<file path="config.mk">
export PLATFORM = sky130hd
export DESIGN_NAME = dbg_scan
export DESIGN_NICKNAME = d
export VERILOG_FILES = /design/src/rtl/dbg_scan.sv
export SDC_FILE = /design/constraint.sdc
export NUM_CORES = 1
export LEC_CHECK = 0
export CAP_MARGIN = 10
export CORE_MARGIN = 2
export CORE_UTILIZATION = 30
export CTS_BUF_LIST = sky130_fd_sc_hd__clkbuf_16
export DETAILED_ROUTE_END_ITERATION = 16
export GPL_TIMING_DRIVEN = 0
export PLACE_DENSITY = 0.63
export SKIP_LAST_GASP = 1
export SLEW_MARGIN = 20
export SYNTH_ARGS = -nofsm -noshare
export SYNTH_HDL_FRONTEND = slang
export SYNTH_SLANG_ARGS = --single-unit
</file>
<file path="constraint.sdc">
create_clock -name clk -period 3.9 [get_ports clk]
set_input_delay 0.78 -clock clk [delete_from_list [all_inputs] [get_ports clk]]
set_output_delay 0.78 -clock clk [all_outputs]
set_load 0.05 [all_outputs]
</file>
<file path="src/rtl/dbg_scan.sv">
// Debug display scanner: steps an entry index across the selected debug source and
// latches a tagged word from it, paced by a free-running tick divider or a step button.
//
// state | meaning
// IDLE  | waiting for an advance event
// ADDR  | rd_addr stable at the sources, read data sampled into disp_data at the end
// CAPT  | disp_data/disp_vld presented, rd_addr moves to the next entry at the end
module dbg_scan #(
    parameter int XLEN     = 32,
    parameter int NCH      = 4,
    parameter int IDX_W    = 5,
    parameter int TAG_W    = 4,
    parameter int TICK_DIV = 1 << 25,
    localparam int CH_W    = (NCH > 1) ? $clog2(NCH) : 1,
    localparam int DIV_W   = $clog2(TICK_DIV)
) (
    input  logic                  clk,
    input  logic                  rstn,
    input  logic [CH_W-1:0]       ch_sel,
    input  logic [1:0]            mode,
    input  logic                  step_i,
    input  logic [NCH*IDX_W-1:0]  depth_i,
    input  logic [NCH*XLEN-1:0]   rd_data,
    input  logic [XLEN-1:0]       byp_data,
    output logic [IDX_W-1:0]      rd_addr,
    output logic [XLEN-1:0]       disp_data,
    output logic                  disp_vld,
    output logic                  tick_o
);

    localparam logic [1:0] MODE_AUTO = 2'b00;
    localparam logic [1:0] MODE_STEP = 2'b10;
    localparam logic [1:0] MODE_BYP  = 2'b11;

    typedef enum logic [1:0] {
        ST_IDLE = 2'b00,
        ST_ADDR = 2'b01,
        ST_CAPT = 2'b10
    } state_t;

    state_t            state_q, state_d;
    logic [DIV_W-1:0]  div_q, div_d;
    logic              step_q;
    logic [CH_W-1:0]   chsel_q;
    logic [IDX_W-1:0]  rd_addr_q, rd_addr_d;
    logic [XLEN-1:0]   disp_data_q, disp_data_d;
    logic              disp_vld_q, disp_vld_d;

    logic              tick;
    logic              adv;
    logic              ch_chg;
    logic [IDX_W-1:0]  depth_sel;
    logic [XLEN-1:0]   data_sel;
    logic [IDX_W:0]    addr_nxt;
    logic              addr_wrap;
    logic [XLEN-1:0]   capt_word;

    assign tick  = (div_q == DIV_W'(TICK_DIV - 1));
    assign div_d = tick ? '0 : div_q + DIV_W'(1);

    assign adv = ((mode == MODE_AUTO) && tick) ||
                 ((mode == MODE_STEP) && step_i && !step_q);

    assign ch_chg = (ch_sel != chsel_q);

    // Unpopulated channel numbers read as depth 0, so they display all ones.
    always_comb begin
        depth_sel = '0;
        data_sel  = '0;
        for (int k = 0; k < NCH; k++) begin
            if (int'(ch_sel) == k) begin
                depth_sel = depth_i[k*IDX_W +: IDX_W];
                data_sel  = rd_data[k*XLEN +: XLEN];
            end
        end
    end

    // Wrap covers the last entry, a depth of zero and an index left beyond a shrunken depth.
    assign addr_nxt  = {1'b0, rd_addr_q} + (IDX_W + 1)'(1);
    assign addr_wrap = (addr_nxt >= {1'b0, depth_sel});

    assign capt_word = (depth_sel == '0) ? '1
                     : {rd_addr_q[TAG_W-1:0], data_sel[XLEN-TAG_W-1:0]};

    always_comb begin
        state_d     = state_q;
        rd_addr_d   = rd_addr_q;
        disp_data_d = disp_data_q;
        disp_vld_d  = 1'b0;

        unique case (state_q)
            ST_IDLE: begin
                if (adv) begin
                    state_d = ST_ADDR;
                end
            end
            ST_ADDR: begin
                state_d     = ST_CAPT;
                disp_data_d = capt_word;
                disp_vld_d  = 1'b1;
            end
            ST_CAPT: begin
                state_d   = ST_IDLE;
                rd_addr_d = addr_wrap ? '0 : addr_nxt[IDX_W-1:0];
            end
            default: begin
                state_d = ST_IDLE;
            end
        endcase

        if (mode == MODE_BYP) begin
            state_d     = ST_IDLE;
            rd_addr_d   = rd_addr_q;
            disp_data_d = byp_data;
            disp_vld_d  = 1'b0;
        end

        // A channel switch restarts the scan; any capture in flight is dropped.
        if (ch_chg) begin
            state_d    = ST_IDLE;
            rd_addr_d  = '0;
            disp_vld_d = 1'b0;
            if (mode != MODE_BYP) begin
                disp_data_d = disp_data_q;
            end
        end
    end

    always_ff @(posedge clk or negedge rstn) begin
        if (!rstn) begin
            state_q     <= ST_IDLE;
            div_q       <= '0;
            step_q      <= 1'b0;
            chsel_q     <= '0;
            rd_addr_q   <= '0;
            disp_data_q <= '0;
            disp_vld_q  <= 1'b0;
        end else begin
            state_q     <= state_d;
            div_q       <= div_d;
            step_q      <= step_i;
            chsel_q     <= ch_sel;
            rd_addr_q   <= rd_addr_d;
            disp_data_q <= disp_data_d;
            disp_vld_q  <= disp_vld_d;
        end
    end

    assign rd_addr   = rd_addr_q;
    assign disp_data = disp_data_q;
    assign disp_vld  = disp_vld_q;
    assign tick_o    = tick;

endmodule
</file>
==> results of run 1 <==
## per-stage QoR
step | setup TNS, ps | instances
after floorplan | 0 | 389
after global placement | -17570 | 774
after detailed placement | 0 | 775
after CTS | 0 | 789
after global routing | 0 | 789
final | 0 | 789
## worst max-delay path: cells and delay by family (launching register included)
| family | cells | cell delay, ps |
|---|---|---|
| adder cells (fa/ha/maj) | 1 | 220 |
| buffers and inverters | 3 | 930 |
| flip-flops | 1 | 380 |
| AND/OR/NAND/NOR | 2 | 930 |
## layout make-up
cell class	count	share of cell area [%]
Sequential cell	68	25.6
Inverter	6	0.338
Clock buffer	9	3.38
Buffer	27	2.05
Tap cell	176	3.31
Multi-Input combinational cell	288	32.9
Timing Repair Buffer	210	31.8
Clock inverter	5	0.696
## cell usage in the layout (no fill, tap or decap), drive strengths merged, types with 2 or more instances in the layout
cell type,Yosys,layout
or4,3,3
xnor2,15,15
nor3,36,36
and3,3,3
nand2,47,47
inv,6,7
nand2b,4,4
a22o,2,2
a211oi,2,2
nor2b,2,2
mux4,33,33
clkinv,0,3
dfrtp,68,68
xor2,10,10
nand4,4,4
clkbuf,18,27
o21ai,65,65
buf,9,11
nor2,18,18
and4,2,2
a21oi,2,2
ha,7,7
clkdlybuf4s50,0,207
nand3,18,18
nand3b,2,2
## flip-flops by register name, indices dropped and copies added, names as in the netlist
register   count
chsel_q        2
disp_data     32
disp_vld       1
div_q         25
rd_addr        5
state_q        2
step_q         1
## logic make-up (layout without fill, tap and decap cells)
kind of cell | count (synthesis) | in the layout | share of synthesized area (%)
simple gates | 145 | 145 | 17.4
compound gates | 77 | 77 | 10.3
flops | 68 | 68 | 42.1
mux | 34 | 34 | 18.7
buf+inv | 33 | 257 | 3.93
xor+xnor | 25 | 25 | 5.42
fa+ha+maj | 7 | 7 | 2.17
## layer usage
layer | wire [um] | global-route usage [%] | vias up
li1 | - | - | 1865
met1 | 5370 | 22.4 | 1869
met2 | 7190 | 35.4 | 146
met3 | 1010 | 6.84 | 20
met4 | 240 | 6.25 | 0
met5 | 0 | 0 | -
## timing repair
action,CTS,global route
setup endpoints to repair,1,0
hold endpoints to repair,0,0
gates resized for setup,2,0
## worst paths after layout
kind	start	end	slack, ps	cells past startpoint
max	div_q[0]$_DFF_PN0_	tick_o	320	6
min	rstn	div_q[3]$_DFF_PN0_	320	1
max reg2reg	rd_addr[0]$_DFFE_PN0P_	rd_addr[0]$_DFFE_PN0P_	1620	7
min reg2reg	div_q[8]$_DFF_PN0_	div_q[8]$_DFF_PN0_	480	1
max in group asynchronous	rstn	disp_data[25]$_DFFE_PN0P_	3050	2
min in group clk	div_q[8]$_DFF_PN0_	div_q[8]$_DFF_PN0_	480	1
## power by group through the flow
stage	registers, W	clock network (W)	logic [W]
final	0.000780	0.000761	0.000620
after floorplan	0.000941	0	0.000145
after CTS	0.000779	0.000781	0.000627
after global placement	0.000789	0	0.000619
after detailed placement	0.000790	0	0.000625
after global routing	0.000785	0.000813	0.000656
==> results_dict.tcl, run 1 <==
set metrics [dict create \
    fillers 1247 \
    cts-root-buf "clkbuf_16" \
    cts_buffers 9 \
    crit_path_cell_trace "ha_1 > inv_1 > nor3_2 > and4_1 > buf_2 > dlygate4sd2_1" \
    p_switching_w 0.000617 \
    viasPerCell 4.94 \
    cts.reportedPaths.clkPinSlew_ps 50 \
    synth.top_cells.by_count "68 x dfrtp_1, 47 x nand2_1, 36 x nor3_1" \
    synth_area_leaders "dfrtp_1 42%, mux4_2 18%, nor3_1 4.5%, nand2_1 4.4%, o21ai_0 4.3%" \
    worst_ep_required_time_ps 3120 \
    switching_share_pct 28.6 \
    synth_top_area_share_pct 42.1 \
    antenna_found_initial 0 \
    status "finished, final reports clean" \
    yosys_warnings 0 \
    fin_crit_sh_pct 91.9 \
    syn_area_um2 4040 \
    core_um2 13200 \
    finalCriticalPeriod_ps 3580 \
    postCtsHoldBufs 0 \
    area_growth_pct 64.6 \
    p_comb_share_pct 28.7 \
    fp.dieW_um 120 \
    dieArea_um2 14400 \
    yosysTopAreaCell "dfrtp_1" \
    multi_input_area_um2 2190 \
    htreeDepth 3 \
    critPathKind "reg2out" \
    synth.net_count 583 \
    cts_buffer_depth 2 \
    yosysMostFrequentCell "dfrtp_1" \
    critPathArrivalTime_ps 2800 \
    finalNetCount 804 \
    clkPwrFrac_pct 35.2 \
    placementRows 42 \
    dp_slack_ps 41.2 \
    synth_area_per_cell_um2 10.4 \
    grt_pass1_wl_um 22200 \
    vdd_ir_drop_max_mv 0.229 \
    drv_slew 0 \
    initialDrtViolationCount 141 \
    ios 226 \
    finalHoldViolations 0 \
    worstMarginPinSlew_ps 967 \
    ys_dominant_reg_cell "dfrtp_1" \
    p_int_w 0.00154 \
    grtUsageTotal_pct 19.9 \
    startpoint_type "register" \
    maxSlewHeadroom_pct 35.1 \
    worst_slack_ps 317 \
    fin_skew_ps 5.99 \
    wl_per_cell_um 17.5 \
    post_cts_buffers 0 \
    synthArstFlopShare_pct 100 \
    maxClockFrequency_ghz 0.279 \
    dp_hpwl_um 11100 \
    overflow 0 \
    wl_um 13800 \
    p_leak_nw 2.60 \
    drc 0 \
    gp_congestion 0.783 \
    final_cell_area_um2 6660 \
    grt_pass1_vias 4259 \
    drive_above_1_share_pct 9.62 \
    cpPeakStageDelay_ps 570 \
    power_frac_seq_pct 36.1 \
    synth-edff-count 0 \
    route.antenna.remaining_nets 0 \
    cts_tree "done" \
    ys_seq_area_share_pct 42.1 \
    clock_sinks 68 \
    final_util_pct 50.5 \
    crit_fanout 10 \
    insertion_delay_ps 340 \
    io_buffers 209 \
    firstDrtPassIters 4 \
    grt_start_max_net_pins 53 \
    whs_ps 317 \
    cap_violations 0 \
    rsz0062_at_grt "no" \
    yosys.cell_types.count 41 \
    power_density_nw_per_um2 325 \
    cp-end-kind "output port" \
    fp.dieH_um 120 \
    setup_violations 0 \
    seq_area_um2 1700 \
    ys_ff_latch 68 \
    dpl_cell_area_um2 6380 \
    diodes 0 \
    syn_inst 389 \
    hold_path_class "in2async" \
    p_total_w 0.00216 \
    initial_core_util_pct 30.6 \
    cp_slowest_cell "dlygate4sd2_1" \
    vias 3900 \
]
Note: power is estimated with default switching activity, not from simulation.
==> inputs of run 2 (changes only) <==
CORE_UTILIZATION = 42   (was 30)
PLACE_DENSITY = unset   (was 0.63)
PLACE_DENSITY_LB_ADDON = 0.12   (was unset)
==> results_dict.tcl, run 2 (same netlist as run 1, synthesis figures left out) <==
set metrics [dict create \
    path_delay_family "simple AND/OR/NAND/NOR gates" \
    htreeDepth 3 \
    status "finished, final reports clean" \
    route.antenna.remaining_nets 0 \
    cp_slowest_cell "dlymetal6s2s_1" \
    fin_crit_sh_pct 85.9 \
    cap_violations 0 \
    final_util_pct 72.2 \
    finalCriticalPeriod_ps 3350 \
    overflow 0 \
    p_total_w 0.00239 \
    wl_um 13700 \
    maxSlewHeadroom_pct 40.9 \
    p_leak_nw 2.67 \
    io_buffers 209 \
    critPathArrivalTime_ps 2570 \
    maxClockFrequency_ghz 0.298 \
    drive_above_1_share_pct 10.2 \
    worst_slack_ps 550 \
    grt_pass1_wl_um 20600 \
    grt_start_max_net_pins 54 \
    core_um2 9280 \
    vdd_ir_drop_max_mv 0.191 \
    cts_tree "done" \
    fin_skew_ps 6.81 \
    cp-end-kind "output port" \
    initialDrtViolationCount 175 \
    finalNetCount 804 \
    fp.dieW_um 102 \
    final_cell_area_um2 6700 \
    drc 0 \
    area_growth_pct 65.7 \
    insertion_delay_ps 330 \
    dieArea_um2 10400 \
    mostFrequentLayoutCell "clkdlybuf4s50_1" \
    vias 3977 \
    post_cts_buffers 0 \
    worst_ep_required_time_ps 3120 \
    largest_reg_flops 32 \
    dp_slack_ps 41.3 \
    rsz0062_at_grt "no" \
    cts_buffer_depth 2 \
    clock_sinks 68 \
    cts-root-buf "clkbuf_16" \
    dpl_cell_area_um2 6320 \
    firstDrtPassIters 4 \
    placementRows 35 \
    cts.reportedPaths.clkPinSlew_ps 60 \
    initial_core_util_pct 43.5 \
    power_density_nw_per_um2 357 \
    finalHoldViolations 0 \
    cpPeakStageDelay_ps 460 \
    grt_pass1_vias 4154 \
    cts_buffers 9 \
    crit_path_cell_trace "nand4_1 > nor3_4 > and4_1 > buf_2 > dlymetal6s2s_1" \
    worstMarginPinSlew_ps 880 \
    final_cell_mix "207 x clkdlybuf4s50_1, 68 x dfrtp_1, 47 x nand2_1, 35 x nor3_1, 35 x o21ai_0" \
    antenna_found_initial 0 \
    critPathKind "reg2out" \
    hold_path_class "in2async" \
    startpoint_type "register" \
    drv_slew 0 \
    fin_tns_setup_ps 0 \
    crit_fanout 10 \
    gp_congestion 0.850 \
    diodes 0 \
    fp.dieH_um 102 \
    setup_violations 0 \
    dp_hpwl_um 10900 \
    grtUsageTotal_pct 26.1 \
    viasPerCell 5.35 \
    cp_num_buf_inv 2 \
    wl_per_cell_um 18.4 \
    ios 226 \
    postCtsHoldBufs 0 \
]
## run 2: cell count changes in the layout (fill, tap and decap cells not counted), sizes merged
| cell | previous run | this run |
|---|---|---|
| bufinv | 1 | 4 |
| clkinv | 3 | 1 |
| clkinvlp | 0 | 1 |
| dlygate4sd2 | 1 | 0 |
| dlymetal6s2s | 0 | 1 |
## run 2: metrics by stage
stage | instances | hold WS, ps
after global routing | 744 | 318
after CTS | 744 | 308
final | 744 | 309
after global placement | 727 | 464
after detailed placement | 728 | 476
after floorplan | 389 | 446
## run 2: worst paths after layout
kind / endpoint / slack, ps / start / cells past startpoint
max: tick_o / 550 / div_q[2]$_DFF_PN0_ / 5
min: disp_data[5]$_DFFE_PN0P_ / 310 / rstn / 1
max reg2reg: rd_addr[0]$_DFFE_PN0P_ / 1530 / rd_addr[0]$_DFFE_PN0P_ / 7
min reg2reg: div_q[0]$_DFF_PN0_ / 490 / div_q[0]$_DFF_PN0_ / 1
max in group asynchronous: disp_data[26]$_DFFE_PN0P_ / 3060 / rstn / 2
min in group clk: div_q[0]$_DFF_PN0_ / 490 / div_q[0]$_DFF_PN0_ / 1
## run 2: area by class of cell
type / count / area [um2]
flip-flops and latches: 68 / 1700
clock buffers: 9 / 225
multi-input cells: 288 / 2190
well taps: 129 / 161
repair buffers: 210 / 2120
fillers: 707 / 2580
clock inverters: 7 / 140
plain buffers: 27 / 136
inverters: 6 / 22.5
## run 2: routing by layer
metal	track usage, %	share of wire [%]	vias to the layer above
met5	0	0	-
met4	8.62	1.6	0
met3	7.93	7.6	14
met2	47.6	55	147
met1	28.9	36	1945
li1	-	-	1871
## run 2: where the power goes
group          internal, W  switching, W
clock             0.000688      0.000306
combinational     0.000312      0.000308
sequential        0.000751     0.0000253
total              0.00175      0.000640
## run 2: what timing repair did
action / CTS / global route
resized for setup: 1 / 2
endpoints found under the hold margin: 0 / 0
endpoints found under the setup margin: 1 / 1
==> inputs of run 3 (changes only) <==
CTS_CLUSTER_SIZE = 16   (was unset)
PLACE_DENSITY = 0.87   (was unset)
PLACE_DENSITY_LB_ADDON = unset   (was 0.12)
==> results_dict.tcl, run 3 (same netlist as run 1, synthesis figures left out) <==
set metrics [dict create \
    largest_reg_flops 32 \
    wl_per_cell_um 18.2 \
    dp_hpwl_um 11000 \
    mostFrequentLayoutCell "clkdlybuf4s50_1" \
    initialDrtViolationCount 144 \
    drc 0 \
    postCtsHoldBufs 0 \
    htreeDepth 3 \
    overflow 0 \
    viasPerCell 5.41 \
    regToRegSetupSlack_ps 1520 \
    worst_ep_required_time_ps 3120 \
    cts_resized 1 \
    route.antenna.remaining_nets 0 \
    clock_sinks 68 \
    maxClockFrequency_ghz 0.269 \
    finalHoldViolations 0 \
    cts_buffer_depth 2 \
    fp.dieW_um 102 \
    setup_violations 0 \
    rr_worst_depth 7 \
    worstSetupStartpoint "div_q[2]$_DFF_PN0_" \
    wl_um 13500 \
    drive_above_1_share_pct 10.4 \
    cap_violations 0 \
    critPathKind "reg2out" \
    cts-root-buf "clkbuf_16" \
    vdd_ir_drop_max_mv 0.179 \
    fp.dieH_um 102 \
    fin_tns_setup_ps 0 \
    critPathArrivalTime_ps 2940 \
    finalNetCount 804 \
    drv_slew 0 \
    diodes 0 \
    rsz0062_at_grt "no" \
    reg2reg_to "rd_addr[0]$_DFFE_PN0P_" \
    fillers 675 \
    dieArea_um2 10400 \
    cts_buffers 9 \
    ios 226 \
    worstMarginPinSlew_ps 850 \
    fin_skew_ps 7.28 \
    gp_congestion 0.947 \
    grt_start_max_net_pins 40 \
    post_cts_buffers 0 \
    p_total_w 0.00221 \
    status "finished, final reports clean" \
    dpl_cell_area_um2 6310 \
    io_buffers 209 \
    initial_core_util_pct 43.5 \
    final_cell_mix "208 x clkdlybuf4s50_1, 68 x dfrtp_1, 47 x nand2_1, 35 x nor3_1, 35 x o21ai_0" \
    power_density_nw_per_um2 334 \
    p_leak_nw 2.62 \
    firstDrtPassIters 5 \
    vias 4025 \
    hold_path_class "in2async" \
    cp-end-kind "output port" \
    insertion_delay_ps 330 \
    finalCriticalPeriod_ps 3720 \
    grt_pass1_vias 4237 \
    cts.reportedPaths.clkPinSlew_ps 60 \
    fin_crit_sh_pct 95.5 \
    r2r-start "rd_addr[3]$_DFFE_PN0P_" \
    area_growth_pct 63.9 \
    whs_ps 381 \
    maxSlewHeadroom_pct 42.9 \
    startpoint_type "register" \
    placementRows 35 \
    antenna_found_initial 0 \
    final_cell_area_um2 6620 \
    crit_fanout 10 \
    cts_tree "done" \
    grtUsageTotal_pct 26.4 \
    grt_pass1_wl_um 21000 \
    core_um2 9280 \
]
run 3: worst max-delay path by stage:
stage / end / slack, ps / cells after the start
6_report: tick_o / 180 / 5
5_1_grt: tick_o / 10 / 5
4_1_cts: tick_o / 40 / 6
3_5_place_dp: tick_o / 90 / 6
3_3_place_gp: disp_data[9]$_DFFE_PN0P_ / -110 / 1
2_1_floorplan: rd_addr[0]$_DFFE_PN0P_ / 1270 / 8
run 3: worst max-delay path: stages, from the launching register on:
cell             delay [ps]
dfrtp_1                 420
nand4_1                 260
nor3_4                  430
and4_1                  370
buf_2                   280
clkdlybuf4s50_1         850
run 3: final cells by class:
type	count	area (um2)	share of cell area [%]
Sequential cell	68	1700	25.7
Buffer	27	136	2.06
Tap cell	129	161	2.44
Timing Repair Buffer	210	2110	31.8
Clock inverter	7	73.8	1.11
Inverter	6	22.5	0.340
Clock buffer	9	225	3.40
Multi-Input combinational cell	288	2190	33.1
run 3: report_power, final:
| group | total, W | switching [W] | internal [W] |
|---|---|---|---|
| logic | 0.000625 | 0.000313 | 0.000312 |
| registers | 0.000778 | 0.0000267 | 0.000751 |
| clock network | 0.000808 | 0.000311 | 0.000498 |
| total | 0.00221 | 0.000650 | 0.00156 |
run 3: stage by stage:
stage               worst slack [ps]  util (%)  cells
floorplan                       1270         -    389
global placement                -105      67.8    727
detailed placement              93.9      68.0    728
CTS                             40.6      71.3    744
global route                    14.0      71.3    744
finish                           176      71.3    744
run 3: per-layer routing:
metal | vias to the layer above | wire [um] | track usage (%)
met3 | 20 | 955 | 5.81
met5 | - | 0 | 0
met1 | 1953 | 4920 | 30.4
met4 | 0 | 225 | 7.90
li1 | 1871 | - | -
met2 | 181 | 7430 | 48.9
